$ cat src/rtl/fpga_robots_game_ticks.sv
// fpga_robots_game_ticks
//   Multi-channel timing-pulse generator for the 65MHz game clock. Each
//   channel is a phase accumulator with a runtime-programmable step and
//   post-divider. It produces the following outputs:
//     - a base tick on accumulator carry;
//     - a 2^SUB_SHIFT-times faster sub-tick;
//     - a divided tick;
//     - a toggle.
//
// Ports
//   clk       system clock
//   rst       asynchronous active-high reset
//   wr_en     load wr_step/wr_div into channel wr_sel this cycle
//   wr_sel    channel to load (values >= NCHAN are ignored)
//   wr_step   new accumulator step
//   wr_div    new post-divider (period = wr_div+1 ticks)
//   chan_en   per-channel run enable
//   tick      1-cycle pulse on accumulator carry
//   tick_sub  1-cycle pulse on carry into the sub-tap bit
//   tick_div  1-cycle pulse on every (div+1)th tick
//   tog       flips on every tick_div
module fpga_robots_game_ticks #(
  parameter int unsigned       NCHAN        = 4,
  parameter int unsigned       SEL_W        = 2,
  parameter int unsigned       ACC_W        = 19,
  parameter int unsigned       SUB_SHIFT    = 3,
  parameter int unsigned       DIV_W        = 8,
  parameter logic [ACC_W-1:0]  DEFAULT_STEP = ACC_W'(929),
  parameter logic [DIV_W-1:0]  DEFAULT_DIV  = '0
) (
  input  logic             clk,
  input  logic             rst,
  input  logic             wr_en,
  input  logic [SEL_W-1:0] wr_sel,
  input  logic [ACC_W-1:0] wr_step,
  input  logic [DIV_W-1:0] wr_div,
  input  logic [NCHAN-1:0] chan_en,
  output logic [NCHAN-1:0] tick,
  output logic [NCHAN-1:0] tick_sub,
  output logic [NCHAN-1:0] tick_div,
  output logic [NCHAN-1:0] tog
);

  // Sub-tick tap bit: toggles 2^SUB_SHIFT times per accumulator wrap.
  localparam int unsigned B = ACC_W - SUB_SHIFT;

  logic [ACC_W-1:0] acc_q    [NCHAN];
  logic [ACC_W-1:0] acc_d    [NCHAN];
  logic [ACC_W-1:0] step_q   [NCHAN];
  logic [ACC_W-1:0] step_d   [NCHAN];
  logic [DIV_W-1:0] div_q    [NCHAN];
  logic [DIV_W-1:0] div_d    [NCHAN];
  logic [DIV_W-1:0] divctr_q [NCHAN];
  logic [DIV_W-1:0] divctr_d [NCHAN];
  logic [ACC_W:0]   nxt      [NCHAN];

  logic [NCHAN-1:0] tick_q, tick_d;
  logic [NCHAN-1:0] sub_q, sub_d;
  logic [NCHAN-1:0] tdiv_q, tdiv_d;
  logic [NCHAN-1:0] tog_q, tog_d;

  always_comb begin
    for (int unsigned i = 0; i < NCHAN; i++) begin
      nxt[i]      = {1'b0, acc_q[i]} + {1'b0, step_q[i]};
      acc_d[i]    = acc_q[i];
      step_d[i]   = step_q[i];
      div_d[i]    = div_q[i];
      divctr_d[i] = divctr_q[i];
      tick_d[i]   = 1'b0;
      sub_d[i]    = 1'b0;
      tdiv_d[i]   = 1'b0;
      tog_d[i]    = tog_q[i];
      // A write takes priority over running and silences the channel
      // for one cycle; the toggle is left untouched.
      if (wr_en && (wr_sel == SEL_W'(i))) begin
        step_d[i]   = wr_step;
        div_d[i]    = wr_div;
        acc_d[i]    = '0;
        divctr_d[i] = '0;
      end else if (chan_en[i]) begin
        acc_d[i]  = nxt[i][ACC_W-1:0];
        tick_d[i] = nxt[i][ACC_W];
        sub_d[i]  = nxt[i][B] ^ acc_q[i][B];
        if (nxt[i][ACC_W]) begin
          if (divctr_q[i] == div_q[i]) begin
            divctr_d[i] = '0;
            tdiv_d[i]   = 1'b1;
            tog_d[i]    = ~tog_q[i];
          end else begin
            divctr_d[i] = divctr_q[i] + DIV_W'(1);
          end
        end
      end
    end
  end

  always_ff @(posedge clk or posedge rst) begin
    if (rst) begin
      for (int unsigned i = 0; i < NCHAN; i++) begin
        acc_q[i]    <= '0;
        step_q[i]   <= DEFAULT_STEP;
        div_q[i]    <= DEFAULT_DIV;
        divctr_q[i] <= '0;
      end
      tick_q <= '0;
      sub_q  <= '0;
      tdiv_q <= '0;
      tog_q  <= '0;
    end else begin
      for (int unsigned i = 0; i < NCHAN; i++) begin
        acc_q[i]    <= acc_d[i];
        step_q[i]   <= step_d[i];
        div_q[i]    <= div_d[i];
        divctr_q[i] <= divctr_d[i];
      end
      tick_q <= tick_d;
      sub_q  <= sub_d;
      tdiv_q <= tdiv_d;
      tog_q  <= tog_d;
    end
  end

  assign tick     = tick_q;
  assign tick_sub = sub_q;
  assign tick_div = tdiv_q;
  assign tog      = tog_q;

endmodule
$ cat config.mk
export PLATFORM = sky130hd
export DESIGN_NAME = fpga_robots_game_ticks
export DESIGN_NICKNAME = d
export VERILOG_FILES = /design/src/rtl/fpga_robots_game_ticks.sv
export SDC_FILE = /design/constraint.sdc
export NUM_CORES = 1
export LEC_CHECK = 0
export ABC_AREA = 1
export BUFFER_PORTS_ARGS = -buffer_cell sky130_fd_sc_hd__clkbuf_2
export CAP_MARGIN = 10
export CELL_PAD_IN_SITES_DETAIL_PLACEMENT = 1
export CELL_PAD_IN_SITES_GLOBAL_PLACEMENT = 1
export CORE_MARGIN = 5
export CORE_UTILIZATION = 50
export DETAILED_ROUTE_END_ITERATION = 10
export PLACE_DENSITY_LB_ADDON = 0.1
export SYNTH_ARGS = -nofsm -noshare
export SYNTH_HDL_FRONTEND = slang
export SYNTH_SLANG_ARGS = --single-unit
$ cat constraint.sdc
create_clock -name clk -period 11.1 [get_ports clk]
set_input_delay 0 -clock clk [delete_from_list [all_inputs] [get_ports clk]]
set_output_delay 0 -clock clk [all_outputs]
set_load 0.05 [all_outputs]
; Yosys cells after proc, flatten, opt, wreduce, memory -nomap -nowiden
; Index checks and enable logic that the tools add are counted.
; W data, S select, Z words.
[classes]
reduce_logical = 21
n_eq_ne = 7
add_sub_neg = 8
n_bitwise = 12
muxes = 56
[op_table]
columns = operator, n
row1 = $mux W19, 8
row2 = $mux W8, 16
row3 = $add A19 B19 Y20, 4
row4 = $add A8 B1 Y8 const B, 4
row5 = $eq A8 B8 Y1, 4
row6 = $mux W1, 32
row7 = $reduce_and A4 Y1, 4
row8 = $reduce_bool A2 Y1, 8
row9 = $not A1 Y1, 8
row10 = $reduce_and A2 Y1, 4
row11 = $eq A2 B2 Y1 const B, 2
row12 = $logic_and A1 B1 Y1, 4
row13 = $xor A1 B1 Y1, 4
row14 = $eq A2 B1 Y1 const B, 1
row15 = $logic_not A2 Y1, 1
[totals]
register_bits = 232
input_bits = 36
out_inout_bits = 16
wordCells = 127

; Logic depth before layout (Yosys ltp)
; Gate-level depths: netlist (run 1).
[depth]
depth_word = 5
ltp_mapped = 14

; Worst setup path after synthesis (run 1)
; No wires, ideal clock.
[synth_timing]
path_kind = register to register
from = register step_q[38] (netlist bit)
to = register acc_q[48] (netlist bit)
path_buffers = 0
path_stages_with_launch = 14
period_less_slack_ns = 1.954
setup_slack_ns = 9.146
arrival_time_ns = 1.828
cell_sequence = dfstp_2 ha_1 inv_1 fa_1 inv_1 nand2_1 a21oi_1 nand2_1 nand2_1 nand2_1 nand2_1 nand2_1 nand2_1 o21ai_0
[synth_via]
elab_chain_len = 3
[synth_lines]
columns = element, line
row1 = from (decl), 49  ; logic [ACC_W-1:0] step_q [NCHAN];
row2 = "from (signal, indexed assignment)", 112  ; step_q[i] <= step_d[i];
row3 = $add A19 B19 Y20, 64  ; nxt[i] = {1'b0, acc_q[i]} + {1'b0, step_q[i]};
row4 = $mux W19, 80  ; end else if (chan_en[i]) begin
row5 = $mux W19, 75  ; if (wr_en && (wr_sel == SEL_W'(i))) begin
row6 = "to (signal, indexed assignment)", 111  ; acc_q[i] <= acc_d[i];
row7 = to (decl), 47  ; logic [ACC_W-1:0] acc_q [NCHAN];
; Every way passes these cells. The select of a mux whose other input is x is not followed.
; A chain may end at the register's enable or synchronous reset.

; Worst setup path after layout (run 1)
[layout_timing]
from = register step_q[9] (netlist bit)
to = register divctr_q[0] (netlist bit)
[layout_via]
elab_chain_len = 3
[layout_lines]
columns = element, line
row1 = $add A19 B19 Y20, 64
row2 = $reduce_bool A2 Y1 (no source line), -
row3 = $reduce_and A2 Y1 (no source line), -
row4 = "to (signal, indexed assignment)", 114  ; divctr_q[i] <= divctr_d[i];
row5 = to (decl), 53  ; logic [DIV_W-1:0] divctr_q [NCHAN];
; Every way passes these cells.

==> metrics.txt, run 1 <==
outcome=finished, final reports clean; Routed WL per cell=18.4 um; worst reg2reg path endpoint=divctr_q[0]; RSZ-0062 raised after global routing=false; Async S/R FF share, synth=100%; most frequent CP cell=nand2_1; vias in the first global route=14.6k; I/O pin cnt=52; fin. max-slew vios=0; Synth Instances=roughly 2k; Reg2Reg Depth=10; Final Hold Fails=0; skew final=0.0108 ns; Seq/Total Area, Yosys=39.7%; hold depth=3; min cycle time layout=2.51 ns; worst hold path class=primary input to flop; met1 usage=between 30% and 40%; pin count of the biggest net entering global routing=80; Initial Util=between 50% and 60%; CTS Sinks=~230; total CTS buffers=27; met3 Track Usage GR=around 3.6%; slowest CP cell=dfstp_2; maximum vdd drop=around 0.00012 V; Endpoint, Worst Hold=step_q[14]; clk_lat worst skew=between 0.5 and 0.6 ns; CTS tree=done; Die Span Y=about 180 um; grt met2 use=about 48%; kind of critical path=flop to flop; antenna cell count=0; maximum root-to-sink buffer count=3; Synth Cell Area=14700 um^2; H-Tree Depth=1; port bufs=51; core box area=28900 um^2; max frequency=398 MHz; GPL Wtd Cong=slightly above 0.9; CTS clock-pin slew for the worst setup and hold paths=0.06 ns; Remaining DRCs=0; Worst-Margin Slew=1.02 ns; Nets=2198; initial drt markers=approximately 760; Max Cap Violations=0; EDFF count, synth=0; 1st-pass router iterations=5; average cell area after synthesis=7.30 um^2; yosys warns=0; Vias=approximately 13k; CP endpoint kind=flop; power density cells=231 nW/um^2; placed cell area=around 15000 um^2; PnR Total Power=0.00377 W; initial antenna violation count=1; GRT Total Usage=27.9%; global routing's busiest layer=met2; Relative slew margins=31.7%; DPL Wire Length=32100 um; Top FF cell, synth=dfrtp_1; final period utilization=a little under a quarter; GRT overflow=0; synthesized netlist net count=approximately 2.1k; # rows=62; crit path DAT=slightly below 3 ns; CP cell instances=ha_1 -> nand2_1 -> inv_1 -> a21oi_1 -> nand2_1 -> nand2_1 -> nand3_1 -> nand2_1 -> nand3_1 -> nand2_1; first-pass GRT wire length=75800 um; fraction of layout cells with a size suffix above 1=between 8 and 9%; reg-to-reg slack, setup=8.59 ns; area grow syn2layout=11.2%; worst r2r src=step_q[9]; Chip Width=around 180 um; drt total wl=around 46000 um; CP Launch Point=step_q[9]; highest cell delay on the worst timing path=~0.54 ns; Static Leak=8.99 nW; required time worst endpoint=between 10 and 15 ns; Setup violations, final=0; mean number of vias per cell=5.43; Worst Setup Start Kind=flop; Synth Register Bits=232; die footprint=32900 um^2; setup_tns=0 ns; remaining antenna violation count=0; Post-CTS Setup Repair Bufs=0; CP max FO=12; Core Util, Final=56.5%; hold_sp=wr_step[14]; clock root buffer=clkbuf_16; post-synth cell types=39; design area=16300 um^2
-- state kept, by name, indices dropped and copies added (netlist names) --
register  flops
tog           4
tick_sub      4
tick          4
tick_div      4
step_q       76
acc_q        76
div_q        32
divctr_q     32
-- what timing repair did --
item | CTS | global route
setup endpoints to repair | 0 | 0
hold endpoints to repair | 224 | 0
hold buffers | 33 | 0
gates resized for setup | 0 | 0
-- cells by family after synthesis --
family | after synthesis | synth area share (%)
and+or+nand+nor | 1063 | 30.9
xor gates and xnor gates | 64 | 3.82
buffers and inverters | 332 | 9.43
DFF | 232 | 39.7
AOI/OAI and AO/OA | 235 | 8.73
adders and majority gates | 84 | 7.37
-- cell usage after synthesis, types with 4 or more instances --
cell type  instances  area, um^2
nand4_1           50         313
a22o_1             4        35.0
inv_1            276        1040
dfrtp_1          212        5310
o21ai_1           20         100
nor2_1           116         435
clkbuf_1          18        67.6
o21ai_0          122         611
or2_2             12        75.1
a21oi_1           59         295
xnor2_1           25         219
nand2_1          696        2610
inv_2              6        22.5
o22ai_1            8        50.1
buf_4              5        37.5
nor3_1            10        50.1
dfstp_2           20         526
xor2_1            39         342
fa_1               4        80.1
buf_2              9        45.0
o21ai_2           14         123
nand3b_1          20         150
buf_6             13         146
ha_1              80        1000
nand3_1          141         706
-- power breakdown --
group | switching (W) | internal [W] | total (W)
Combinational | 0.00109 | 0.000571 | 0.00166
Sequential | 0.000163 | 0.00107 | 0.00124
Clock | 0.000367 | 0.000506 | 0.000872
Total | 0.00162 | 0.00215 | 0.00377
-- worst max-delay path: cells and delay by family (launching register included) --
family | cells | cell delay [ns]
DFF | 1 | 0.54
AOI/OAI and AO/OA | 1 | 0.29
adders and majority gates | 1 | 0.28
buffers and inverters | 1 | 0.06
and+or+nand+nor | 7 | 1.29
-- worst max-delay path by stage --
stage              endpoint  slack (ns)
6_report        divctr_q[0]        8.59
5_1_grt        divctr_q[12]        8.35
4_1_cts         divctr_q[0]        8.60
3_5_place_dp    divctr_q[0]        8.63
3_3_place_gp   divctr_q[10]        8.74
2_1_floorplan      acc_q[0]        4.77
-- metrics by stage --
step	hold slack [ns]	cells	setup WS [ns]
final	0.0390	2481	8.59
after detailed placement	0.130	2400	8.63
after global placement	0.124	2400	8.74
after CTS	0.0176	2481	8.60
after floorplan	0.121	2010	4.77
after global routing	0.0438	2481	8.35
-- layout by cell type, fill, tap and decap left out, drive strengths merged --
master	synthesis	layout
a21oi	59	59
a22o	4	4
a22oi	2	2
a32o	3	3
and2	2	2
buf	27	2
bufinv	0	1
clkbuf	20	86
clkinv	0	11
clkinvlp	0	1
dfrtp	212	212
dfstp	20	20
dlygate4sd3	0	33
fa	4	4
ha	80	80
inv	285	285
nand2	700	700
nand3	146	146
nand3b	20	20
nand4	50	50
nor2	119	119
nor3	12	12
nor4	2	2
o21ai	156	156
o21bai	3	3
o22ai	8	8
or2	12	12
xnor2	25	25
xor2	39	39
-- final cells by class --
class                      instances  area [um^2]
clock buffer                      35          766
clock inverter                    13         92.6
fill                            3765        12500
inverter                         285         1080
multi-input combinational       1446         7450
sequential                       232         5830
tap                              384          480
timing repair buffer              86          601
-- routing by layer --
| layer | up-vias | routed length [um] |
|---|---|---|
| met5 | - | 0 |
| met4 | 0 | 1680 |
| met3 | 92 | 1640 |
| met2 | 214 | 21900 |
| met1 | 6623 | 20400 |
| li1 | 6533 | - |
Note: power is estimated with default switching activity, not from simulation.
==> run 2: changes to the inputs <==
Settings changed: CORE_UTILIZATION 50 to 42.
Clock period 11.1 ns to 2.3 ns, I/O delays scaled along.
==> run 2 against run 1 <==
Hold slack improved by 0.014 ns. Clock skew rose by 0.0032 ns. Via count shrank 1.1%. Power grew to 5.0 times the previous value. Count of clock-buffer cells in the layout unchanged. Register-to-register slack lost 8.4 ns. Critical path depth rose by 4. Sequential power increased to 4.8 times the previous value. Clock power rose to 5.5 times the previous value. Global-route usage shrank 5.0 points. Largest cell class unchanged. Largest power group unchanged.
==> metrics.txt, run 2 (synthesized netlist as in run 1, its figures left out) <==
vias in the first global route=between 10k and 15k; CP cell instances=ha_2 -> inv_1 -> fa_1 -> inv_2 -> nand2_1 -> nand2_1 -> nand3b_1 -> nand2_2 -> nand2_1 -> nand2_1 -> nand2_1 -> nand2_1 -> nor2_1 -> nor2_1; Setup WS post-layout=0.149 ns; Max Cap Violations=0; biggest registers after layout=acc_q: 76 flops, step_q: 76 flops; worst hold path class=primary input to async pin; PnR Total Power=0.0188 W; highest cell delay on the worst timing path=roughly 0.53 ns; Sequential Area=about 5800 um^2; crit path DAT=2.65 ns; clock root buffer=clkbuf_16; DPL Wire Length=32700 um; commonest non-fill, non-tap cell in the layout=nand2_1; mean number of vias per cell=5.15; Static Leak=about 9.2 nW; # rows=68; total CTS buffers=27; port bufs=51; CTS tree=done; Worst Setup Start Kind=flop; Remaining DRCs=0; maximum vdd drop=0.000686 V; drt total wl=approximately 45000 um; antenna cell count=0; GRT overflow=0; skew final=0.0140 ns; clk_lat worst skew=approximately 0.56 ns; critical path buffer and inverter count=2; CP endpoint kind=flop; power density cells=1120 nW/um^2; design area=16900 um^2; Setup violations, final=0; maximum root-to-sink buffer count=3; Nets=between 2k and 2.5k; GPL Wtd Cong=0.870; required time worst endpoint=around 2.8 ns; kind of critical path=flop to flop; H-Tree Depth=1; pin count of the biggest net entering global routing=69; Die Span Y=197 um; Vias=13.3k; min cycle time layout=2.15 ns; core box area=34500 um^2; RSZ-0062 raised after global routing=false; Reg2Reg Depth=14; Place WS=0.0461 ns; CP max FO=3; Multi-input gate area=~7500 um^2; largest delay contributor family on the critical path=simple AND/OR/NAND/NOR gates; remaining antenna violation count=0; Crit path depth=14; most frequent CP cell=nand2_1; Final Hold Fails=0; CTS clock-pin slew for the worst setup and hold paths=0.06 ns; slowest CP cell=dfstp_2; outcome=finished, final reports clean; fillcell total=between 4k and 5k; Chip Width=197 um; placed cell area=between 15000 and 20000 um^2; fraction of layout cells with a size suffix above 1=10.0%; die footprint=38800 um^2; GRT Total Usage=23.0%; commonest cells after routing, fill and taps aside=686 x nand2_1, 272 x inv_1, 212 x dfrtp_1, 141 x nand3_1, 121 x o21ai_0; CTS Sinks=between 200 and 250; max frequency=~460 MHz; first-pass GRT wire length=72400 um; Relative slew margins=about three fifths; initial drt markers=547; fin. max-slew vios=0; Final Instance Count excl. Fillers=~2.6k; Routed WL per cell=17.3 um; DP Cell Count=about 2.5k; 1st-pass router iterations=4; I/O pin cnt=52; initial antenna violation count=0; Initial Util=a little over two fifths; final period utilization=93.5%; area grow syn2layout=15.0%; Worst-Margin Slew=0.607 ns
==> run 2: changes by cell type in the layout (fill, tap and decap cells not counted), sizes merged <==
| cell | before | now |
|---|---|---|
| inv | 285 | 288 |
| dlygate4sd3 | 33 | 41 |
| bufinv | 1 | 5 |
| clkinv | 11 | 4 |
| clkinvlp | 1 | 3 |
| buf | 2 | 26 |
==> run 2: path summary, 6_finish.rpt <==
path                            start           to  slack [ns]
setup / recovery           step_q[38]  tick_sub[1]        0.15
hold / removal                    rst       tog[3]        0.05
setup reg to reg           step_q[38]  tick_sub[1]        0.15
hold reg to reg            step_q[27]   step_q[27]        0.48
max in group asynchronous         rst   step_q[57]        1.45
min in group clk            wr_div[1]    div_q[25]        0.35
==> run 2: stage by stage <==
stage          hold WS, ns  TNS, ns  utilization, %
2_1_floorplan        0.121  -152.56               -
3_3_place_gp        0.0801        0            44.6
3_5_place_dp        0.0952        0            44.6
4_1_cts            0.00687        0            48.6
5_1_grt             0.0759        0            48.8
6_report            0.0535        0            48.8
==> run 2: area by class of cell <==
type,count,area share [%]
multi-input cells,1446,44.5
flip-flops and latches,232,34.6
inverters,285,6.41
well taps,455,3.37
repair buffers,118,5.40
clock buffers,35,4.48
clock inverters,15,1.33
==> run 2: repair_timing <==
item,in CTS,in global routing
endpoints found under the hold margin,376,2
hold buffers,40,1
endpoints found under the setup margin,1,22
setup buffers,0,2
pin swaps,0,3
gates resized for setup,1,20
==> run 2: per-layer routing <==
layer | GRT usage, % | up-vias | share of wire, %
met1 | 31.6 | 6503 | 48
met5 | 0 | - | 0
met2 | 38.3 | 156 | 47
met4 | 7.14 | 0 | 3.0
li1 | - | 6591 | -
met3 | 2.41 | 70 | 2.8
==> run 2: report_power, final <==
group	total [W]	internal (W)	switching [W]
clock network	0.00476	0.00289	0.00187
logic	0.00816	0.00292	0.00523
registers	0.00592	0.00518	0.000743
==> run 2: worst reg2reg max path, delay by kind of cell (launching register included) <==
kind,cells,cell delay [ns]
AND/OR/NAND/NOR,10,0.86
adder cells (fa/ha/maj),2,0.56
flip-flops,1,0.53
buffers and inverters,2,0.13
